`config.mk`:
```
export PLATFORM = sky130hd
export DESIGN_NAME = muldiv_ctrl
export DESIGN_NICKNAME = d
export VERILOG_FILES = /design/src/rtl/muldiv_ctrl.sv
export SDC_FILE = /design/constraint.sdc
export NUM_CORES = 1
export LEC_CHECK = 0
export BUFFER_PORTS_ARGS = -buffer_cell sky130_fd_sc_hd__buf_2
export CAP_MARGIN = 20
export CORE_ASPECT_RATIO = 2
export CORE_MARGIN = 3
export CORE_UTILIZATION = 45
export CTS_CLUSTER_DIAMETER = 50
export DETAILED_ROUTE_END_ITERATION = 12
export PLACE_DENSITY = 0.84
export REMOVE_ABC_BUFFERS = 1
export SYNTH_ARGS = -nofsm -noshare
export SYNTH_HDL_FRONTEND = slang
export SYNTH_SLANG_ARGS = --single-unit
```
`constraint.sdc`:
```
create_clock -name clk -period 2 [get_ports clk]
set_input_delay 0.1 -clock clk [delete_from_list [all_inputs] [get_ports clk]]
set_output_delay 0.1 -clock clk [all_outputs]
set_load 0.1 [all_outputs]
```
`src/rtl/muldiv_ctrl.sv`:
```
// Sequencer between the control unit and the shared mult/div units.
// It latches the operands, holds each unit's start level until done, and owns the architectural HI/LO registers.
//
// state   | meaning
// --------+-----------------------------------------------------------
// IDLE    | ready; accepts one HI/LO-class instruction per cycle
// MUL_RUN | MultCtrl held high, waiting for MultDone or timeout
// DIV_RUN | DivCtrl held high, waiting for Div0, DivDone or timeout
// RELEASE | one cycle with both start levels low before returning to IDLE
module muldiv_ctrl #(
   parameter int TIMEOUT_CYCLES = 64,
   parameter int CNT_W          = 7
) (
   input  logic        clk,
   input  logic        reset,
   input  logic        op_valid,
   input  logic [2:0]  op_code,
   input  logic [31:0] rs_val,
   input  logic [31:0] rt_val,
   output logic        op_ready,
   output logic [31:0] RegAOut,
   output logic [31:0] RegBOut,
   output logic        MultCtrl,
   input  logic        MultDone,
   input  logic [31:0] mult_hi,
   input  logic [31:0] mult_lo,
   output logic        DivCtrl,
   input  logic        DivDone,
   input  logic        Div0,
   input  logic [31:0] div_hi,
   input  logic [31:0] div_lo,
   output logic [31:0] HI,
   output logic [31:0] LO,
   output logic [31:0] mf_data,
   output logic        mf_valid,
   output logic        op_done,
   output logic        div0_exc,
   output logic        timeout_err,
   output logic        illegal_op
);

   typedef enum logic [1:0] {
      IDLE    = 2'd0,
      MUL_RUN = 2'd1,
      DIV_RUN = 2'd2,
      RELEASE = 2'd3
   } state_t;

   localparam logic [2:0] OP_MULT = 3'd1;
   localparam logic [2:0] OP_DIV  = 3'd2;
   localparam logic [2:0] OP_MFHI = 3'd3;
   localparam logic [2:0] OP_MFLO = 3'd4;
   localparam logic [2:0] OP_MTHI = 3'd5;
   localparam logic [2:0] OP_MTLO = 3'd6;
   localparam logic [2:0] OP_ILL  = 3'd7;
   localparam logic [CNT_W-1:0] CNT_LAST = CNT_W'(TIMEOUT_CYCLES - 1);

   state_t           r_state, w_state_nxt;
   logic [31:0]      r_hi, r_lo, r_a, r_b, r_mf_data;
   logic [31:0]      w_hi_nxt, w_lo_nxt, w_a_nxt, w_b_nxt, w_mf_data_nxt;
   logic [CNT_W-1:0] r_cnt, w_cnt_nxt;
   logic             r_mult_ctrl, r_div_ctrl, w_mult_ctrl_nxt, w_div_ctrl_nxt;
   logic             r_mf_valid, r_op_done, r_div0, r_timeout, r_illegal;
   logic             w_mf_valid_nxt, w_op_done_nxt, w_div0_nxt, w_timeout_nxt, w_illegal_nxt;
   logic             w_accept;

   assign w_accept = op_valid && (r_state == IDLE);

   always_comb begin
      w_state_nxt     = r_state;
      w_hi_nxt        = r_hi;
      w_lo_nxt        = r_lo;
      w_a_nxt         = r_a;
      w_b_nxt         = r_b;
      w_mf_data_nxt   = r_mf_data;
      w_cnt_nxt       = r_cnt;
      w_mult_ctrl_nxt = r_mult_ctrl;
      w_div_ctrl_nxt  = r_div_ctrl;
      w_mf_valid_nxt  = 1'b0;
      w_op_done_nxt   = 1'b0;
      w_div0_nxt      = 1'b0;
      w_timeout_nxt   = 1'b0;
      w_illegal_nxt   = 1'b0;
      case (r_state)
         IDLE: begin
            if (w_accept) begin
               case (op_code)
                  OP_MULT: begin
                     w_a_nxt         = rs_val;
                     w_b_nxt         = rt_val;
                     w_cnt_nxt       = '0;
                     w_mult_ctrl_nxt = 1'b1;
                     w_state_nxt     = MUL_RUN;
                  end
                  OP_DIV: begin
                     w_a_nxt        = rs_val;
                     w_b_nxt        = rt_val;
                     w_cnt_nxt      = '0;
                     w_div_ctrl_nxt = 1'b1;
                     w_state_nxt    = DIV_RUN;
                  end
                  OP_MFHI: begin
                     w_mf_data_nxt  = r_hi;
                     w_mf_valid_nxt = 1'b1;
                  end
                  OP_MFLO: begin
                     w_mf_data_nxt  = r_lo;
                     w_mf_valid_nxt = 1'b1;
                  end
                  OP_MTHI: w_hi_nxt = rs_val;
                  OP_MTLO: w_lo_nxt = rs_val;
                  OP_ILL:  w_illegal_nxt = 1'b1;
                  default: ;
               endcase
            end
         end
         MUL_RUN: begin
            w_cnt_nxt = r_cnt + 1'b1;
            if (MultDone) begin
               w_hi_nxt        = mult_hi;
               w_lo_nxt        = mult_lo;
               w_op_done_nxt   = 1'b1;
               w_mult_ctrl_nxt = 1'b0;
               w_state_nxt     = RELEASE;
            end else if (r_cnt == CNT_LAST) begin
               w_timeout_nxt   = 1'b1;
               w_op_done_nxt   = 1'b1;
               w_mult_ctrl_nxt = 1'b0;
               w_state_nxt     = RELEASE;
            end
         end
         DIV_RUN: begin
            w_cnt_nxt = r_cnt + 1'b1;
            // Div0 outranks DivDone: a zero divisor never updates HI/LO.
            if (Div0) begin
               w_div0_nxt     = 1'b1;
               w_op_done_nxt  = 1'b1;
               w_div_ctrl_nxt = 1'b0;
               w_state_nxt    = RELEASE;
            end else if (DivDone) begin
               w_hi_nxt       = div_hi;
               w_lo_nxt       = div_lo;
               w_op_done_nxt  = 1'b1;
               w_div_ctrl_nxt = 1'b0;
               w_state_nxt    = RELEASE;
            end else if (r_cnt == CNT_LAST) begin
               w_timeout_nxt  = 1'b1;
               w_op_done_nxt  = 1'b1;
               w_div_ctrl_nxt = 1'b0;
               w_state_nxt    = RELEASE;
            end
         end
         RELEASE: begin
            w_mult_ctrl_nxt = 1'b0;
            w_div_ctrl_nxt  = 1'b0;
            w_state_nxt     = IDLE;
         end
         default: w_state_nxt = IDLE;
      endcase
   end

   always_ff @(posedge clk or negedge reset) begin
      if (!reset) begin
         r_state     <= IDLE;
         r_hi        <= '0;
         r_lo        <= '0;
         r_a         <= '0;
         r_b         <= '0;
         r_mf_data   <= '0;
         r_cnt       <= '0;
         r_mult_ctrl <= 1'b0;
         r_div_ctrl  <= 1'b0;
         r_mf_valid  <= 1'b0;
         r_op_done   <= 1'b0;
         r_div0      <= 1'b0;
         r_timeout   <= 1'b0;
         r_illegal   <= 1'b0;
      end else begin
         r_state     <= w_state_nxt;
         r_hi        <= w_hi_nxt;
         r_lo        <= w_lo_nxt;
         r_a         <= w_a_nxt;
         r_b         <= w_b_nxt;
         r_mf_data   <= w_mf_data_nxt;
         r_cnt       <= w_cnt_nxt;
         r_mult_ctrl <= w_mult_ctrl_nxt;
         r_div_ctrl  <= w_div_ctrl_nxt;
         r_mf_valid  <= w_mf_valid_nxt;
         r_op_done   <= w_op_done_nxt;
         r_div0      <= w_div0_nxt;
         r_timeout   <= w_timeout_nxt;
         r_illegal   <= w_illegal_nxt;
      end
   end

   assign op_ready    = (r_state == IDLE);
   assign RegAOut     = r_a;
   assign RegBOut     = r_b;
   assign MultCtrl    = r_mult_ctrl;
   assign DivCtrl     = r_div_ctrl;
   assign HI          = r_hi;
   assign LO          = r_lo;
   assign mf_data     = r_mf_data;
   assign mf_valid    = r_mf_valid;
   assign op_done     = r_op_done;
   assign div0_exc    = r_div0;
   assign timeout_err = r_timeout;
   assign illegal_op  = r_illegal;

endmodule

```
======== Word level (Yosys, flattened, before mapping) ========
Index checks and enable logic that the tools add are counted.
word-level totals
  bits of input ports ..................... 201
  bits in registers ....................... 176
  memory bits (writable) .................. 0
  ROM bits ................................ 0
  memories ................................ 0
  logic and storage cells ................. 106
  output and inout port bits .............. 168
  bits in latches ......................... 0
cells by class
  $mul .................................... 0
  mux-type cells .......................... 50
  equal/unequal tests ..................... 23
  add/sub/neg operators ................... 1
  reductions and logical operators ........ 18
  shifts and indexed selects .............. 0
  order comparisons ....................... 0
  div/mod/pow operators ................... 0
  bitwise gates (word level) .............. 0
operators with widths
  operator             number
  $mux 32              10
  $pmux 32 s3          2
  $pmux 32 s2          1
  $mux 1               23
  $mux 7               2
  $pmux 7 s2           1
  $eq 3x3->1 const B   4
  $reduce_and 6->1     2
  $mux 2               5
  $ne 2x1->1 const B   5
  $reduce_and 3->1     3
  $reduce_bool 3->1    3
  $ne 2x2->1 const B   4
  $pmux 2 s4           1
  $reduce_and 4->1     2
  $add 7x1->7 const B  1
  $eq 7x6->1 const B   1
  $eq 3x2->1 const B   2
  $pmux 1 s3           2
  $reduce_or 2->1      3
  $eq 2x2->1 const B   2
  $ne 4x4->1 const B   1
  $pmux 1 s2           2
  $pmux 2 s2           1
  8 further kinds      9

======== Logic depth before layout (Yosys ltp) ========
  word-level depth ........................ 5
  mapped depth ............................ 8
  gate-level depth less buffers ........... 6

======== Worst setup path before layout ========
No wires, ideal clock.
  path kind ............................... register to register
  start ................................... register r_state[0]
  end ..................................... register r_cnt[2]
  library setup time ...................... 121 ps
  path buffers ............................ 1
  path slack .............................. -560 ps
  required time ........................... 1879 ps
  cell stages (with the launch flop) ...... 7
  clock period less this slack ............ 2560 ps
  arrival time ............................ 2439 ps
  path through ............................ dfrtp_1 -> inv_1 -> ha_1 -> buf_2 -> a21bo_2 -> a31o_2 -> a22o_1
between the ends
  word-level cells in the longest chain between the ends .. 4
  elaborated cells on any way between the ends .. 10
  classes of those cells .................. eq/ne: 4; mux: 1; reduce/logical: 5
ends and longest elaborated chain
  element                            RTL line  RTL
  from (decl)                        58        state_t r_state, w_state_nxt;
  from (signal assigned)             179       r_state <= w_state_nxt;
  $logic_not 2->1 *                  -
  net op_ready                       20        output logic op_ready,
  $logic_and 1x1->1                  67        assign w_accept = op_valid && (r_state == IDLE);
  $ne 2x1->1 (no source line)        -
  $reduce_and 3->1 (no source line)  -
  to (signal assigned)               185       r_cnt <= w_cnt_nxt;
  to (decl)                          61        logic [CNT_W-1:0] r_cnt, w_cnt_nxt;
The timed path passes the listed nets; every way through them passes the cells marked *.
A chain may end at the register's enable or synchronous reset.

======== Worst setup path in the final report ========
  start ................................... register r_state[0]
  end ..................................... register r_b[15] (netlist: RegBOut[15])
between the ends
  word-level cells in the longest chain between the ends .. 3
ends and longest elaborated chain
  element                              RTL line  RTL
  $logic_not 2->1 *                    67, 84
  $logic_and 1x1->1                    67
  $reduce_and 3->1 (no source line) *  -
  to (signal assigned)                 183       r_b <= w_b_nxt;
  to (decl)                            59        logic [31:0] r_hi, r_lo, r_a, r_b, r_mf_data;
Every way passes the cells marked *; elsewhere a longest branch is shown, timed or not.

==> results.json <==
{
  "synth.distinct_cells": 48,
  "cp_data_arrival_time_ns": 2.22,
  "syn_area_um2": 8560,
  "initial_utilization_pct": 46.3,
  "grt_overflow": 0,
  "num-fill-cells": 1380,
  "finalCritPeriodShare_pct": 96.3,
  "crit_slowest_cell": "dfrtp_1",
  "drv_cap": 0,
  "clock_path_buffers": 2,
  "track_usage_pct": 28.0,
  "ys_seq_area_share_pct": 51.5,
  "syn2layout_area_growth_pct": 42.1,
  "final.setup.worst_slack_ns": 0.0732,
  "io_buffers": 368,
  "finClkSkew_ns": 0.0101,
  "syn-mean-instance-area_um2": 12.1,
  "status": "completed",
  "route.top_layer_used": "met4",
  "fin_nets": 1349,
  "clkLatencyLatePin_ns": 0.42,
  "crit_fanout": 18,
  "routabilityCongestion": 0.919,
  "root_buffer": "clkbuf_16",
  "drc_errors": 0,
  "clkSinkCount": 176,
  "finalCriticalPeriod_ns": 1.93,
  "cts_max_level": 4,
  "antenna_found_initial": 2,
  "max_freq_ghz": 0.519,
  "hp-class": "in -> reg",
  "synth_cells": 705,
  "clk_pin_slew_worst_paths_ns": 0.07,
  "grt_pass1_wl_um": 46000,
  "crit_family": "buffers and inverters",
  "dpl.hpwl_um": 20500,
  "dp_slack_ns": 0.0481,
  "die_y_um": 201,
  "routedWlPerCell_um": 20.9,
  "ant_nets": 0,
  "dieArea_um2": 20800,
  "dpl-instance-area_um2": 10800,
  "grt_max_degree": 68,
  "cp_num_buf_inv": 2,
  "cp-start-kind": "flop",
  "slowest_delay_ns": 0.43,
  "worstSetupPathType": "reg -> reg",
  "cp-end-kind": "flop",
  "max_slew_margin_pct": 64.2,
  "core-area_um2": 18500,
  "crit_required_ns": 2.29,
  "ios": 369,
  "grt_pass1_vias": 8393,
  "drv_slew": 0,
  "dieWidth_um": 104,
  "drt_iter0_drc": 418,
  "cts-buffers-inserted": 17,
  "placementRows": 70,
  "dr.pass1.iters": 5,
  "wl_met3_um": 1820,
  "whs_ns": 0.0319,
  "met2_wirelength_um": 15900,
  "wl_met1_um": 10300,
  "vias": 7683,
  "drive_gt1_share_pct": 44.5,
  "routed_wl_um": 29500,
  "finalSetupViolations": 0,
  "path_cells": "inv_1, ha_4, nand3_4, buf_12, mux2_1",
  "worst_pin_slew_ns": 0.537,
  "synth.yosys.warnings": 0,
  "final_area_um2": 12200,
  "synth_seq_cells": 176,
  "cts_tree": "yes",
  "setup_tns_ns": 0,
  "vias_per_cell": 5.46,
  "final-hold-violation-count": 0
}
## timing repair
item,in CTS,in global routing
endpoints found under the setup margin,0,52
setup buffers,0,3
hold buffers,66,0
hold endpoints to repair,115,0
resized for setup,0,1
## logic make-up after synthesis
| family | after synthesis | share of synthesized area (%) |
|---|---|---|
| AOI/OAI and AO/OA | 189 | 13.7 |
| DFF | 176 | 51.5 |
| muxes | 160 | 23.2 |
| and+or+nand+nor | 116 | 6.48 |
| buffers and inverters | 56 | 3.93 |
| adders and majority gates | 7 | 1.02 |
| xor gates and xnor gates | 1 | 0.190 |
## worst min-delay path, stage by stage
cell and delay (ns):
buf_2 0.13, nand2_1 0.12, nor2_1 0.07
## synthesized netlist by cell type (all sizes together)
cell	count	area (um2)
nand2	15	61.3
a32o	1	10.0
o211a	1	10.0
nor3b	4	35.0
o21a	1	7.51
o21ai	5	25.0
o22ai	1	6.26
a21oi	101	505
o211ai	5	37.5
nand4bb	1	11.3
a22o	1	8.76
a311o	1	10.0
and2	1	6.26
nor3	3	20.0
or4	1	7.51
nand3	8	52.6
nand2b	4	25.0
mux2i	32	320
and2b	1	7.51
dfrtp	176	4400
a31oi	1	6.26
nor2	68	255
ha	7	87.6
buf	35	258
a21bo	1	10.0
o41ai	1	8.76
or3	2	12.5
a31o	1	8.76
inv	3	11.3
mux2	128	1670
xor2	1	16.3
a22oi	67	503
a211oi	1	12.5
and3b	2	17.5
and3	1	6.26
clkbuf	18	67.6
nor2b	3	18.8
nor4b	2	17.5
## path summary, 6_finish.rpt
path	from	to	slack [ns]	cells after the start
setup / recovery	r_state[0]	RegBOut[15]	0.07	5
max in group asynchronous	reset	RegBOut[6]	1.11	3
setup reg to reg	r_state[0]	RegBOut[15]	0.07	5
hold reg to reg	RegBOut[30]	RegBOut[30]	0.49	1
min in group asynchronous	reset	RegAOut[1]	0.20	2
hold / removal	op_code[2]	illegal_op	0.03	3
## layer usage
layer / up-vias / track usage [%]
met5: - / 0
met4: 0 / 14.8
met3: 96 / 4.99
met2: 413 / 51.5
met1: 3719 / 30.4
li1: 3455 / -
## cells in the final DEF (no fill, tap or decap), drive strengths merged, types with 2 or more instances in the layout
cell | synthesis | final
clkbuf | 18 | 22
diode | 0 | 2
nor3 | 3 | 3
o21ai | 5 | 5
nand2 | 15 | 15
nor3b | 4 | 4
nor2b | 3 | 3
buf | 35 | 403
nand3 | 8 | 8
clkinvlp | 0 | 2
or3 | 2 | 2
inv | 3 | 6
mux2 | 128 | 128
a22oi | 67 | 67
o211ai | 5 | 5
nor4b | 2 | 2
ha | 7 | 7
bufinv | 0 | 4
a21oi | 101 | 101
dlygate4sd3 | 0 | 66
dfrtp | 176 | 176
clkinv | 0 | 2
and3b | 2 | 2
nor2 | 68 | 68
mux2i | 32 | 32
nand2b | 4 | 4
## final cells by class
class,instances,area (um2),share of cell area [%]
Clock buffer,21,450,3.70
Sequential cell,176,4400,36.2
Timing Repair Buffer,470,2960,24.3
Clock inverter,11,179,1.47
Multi-Input combinational cell,473,3840,31.6
Inverter,3,11.3,0.0926
Tap cell,252,315,2.59
Antenna cell,2,5.00,0.0412
## registers in the layout, summed over array words and instances, names as in the netlist
name	count
MultCtrl	1
DivCtrl	1
LO	32
div0_exc	1
mf_data	32
illegal_op	1
RegBOut	32
r_state	2
mf_valid	1
RegAOut	32
op_done	1
timeout_err	1
r_cnt	7
HI	32
## through the flow
stage / std cells / utilization (%)
after floorplan: 652 / -
after global placement: 1305 / 58.7
after detailed placement: 1305 / 58.7
after CTS: 1403 / 65.6
after global routing: 1408 / 65.8
final: 1408 / 65.8
Power is not shown: default switching activity piles up to over one toggle a cycle in this logic, so the estimate is an artifact.
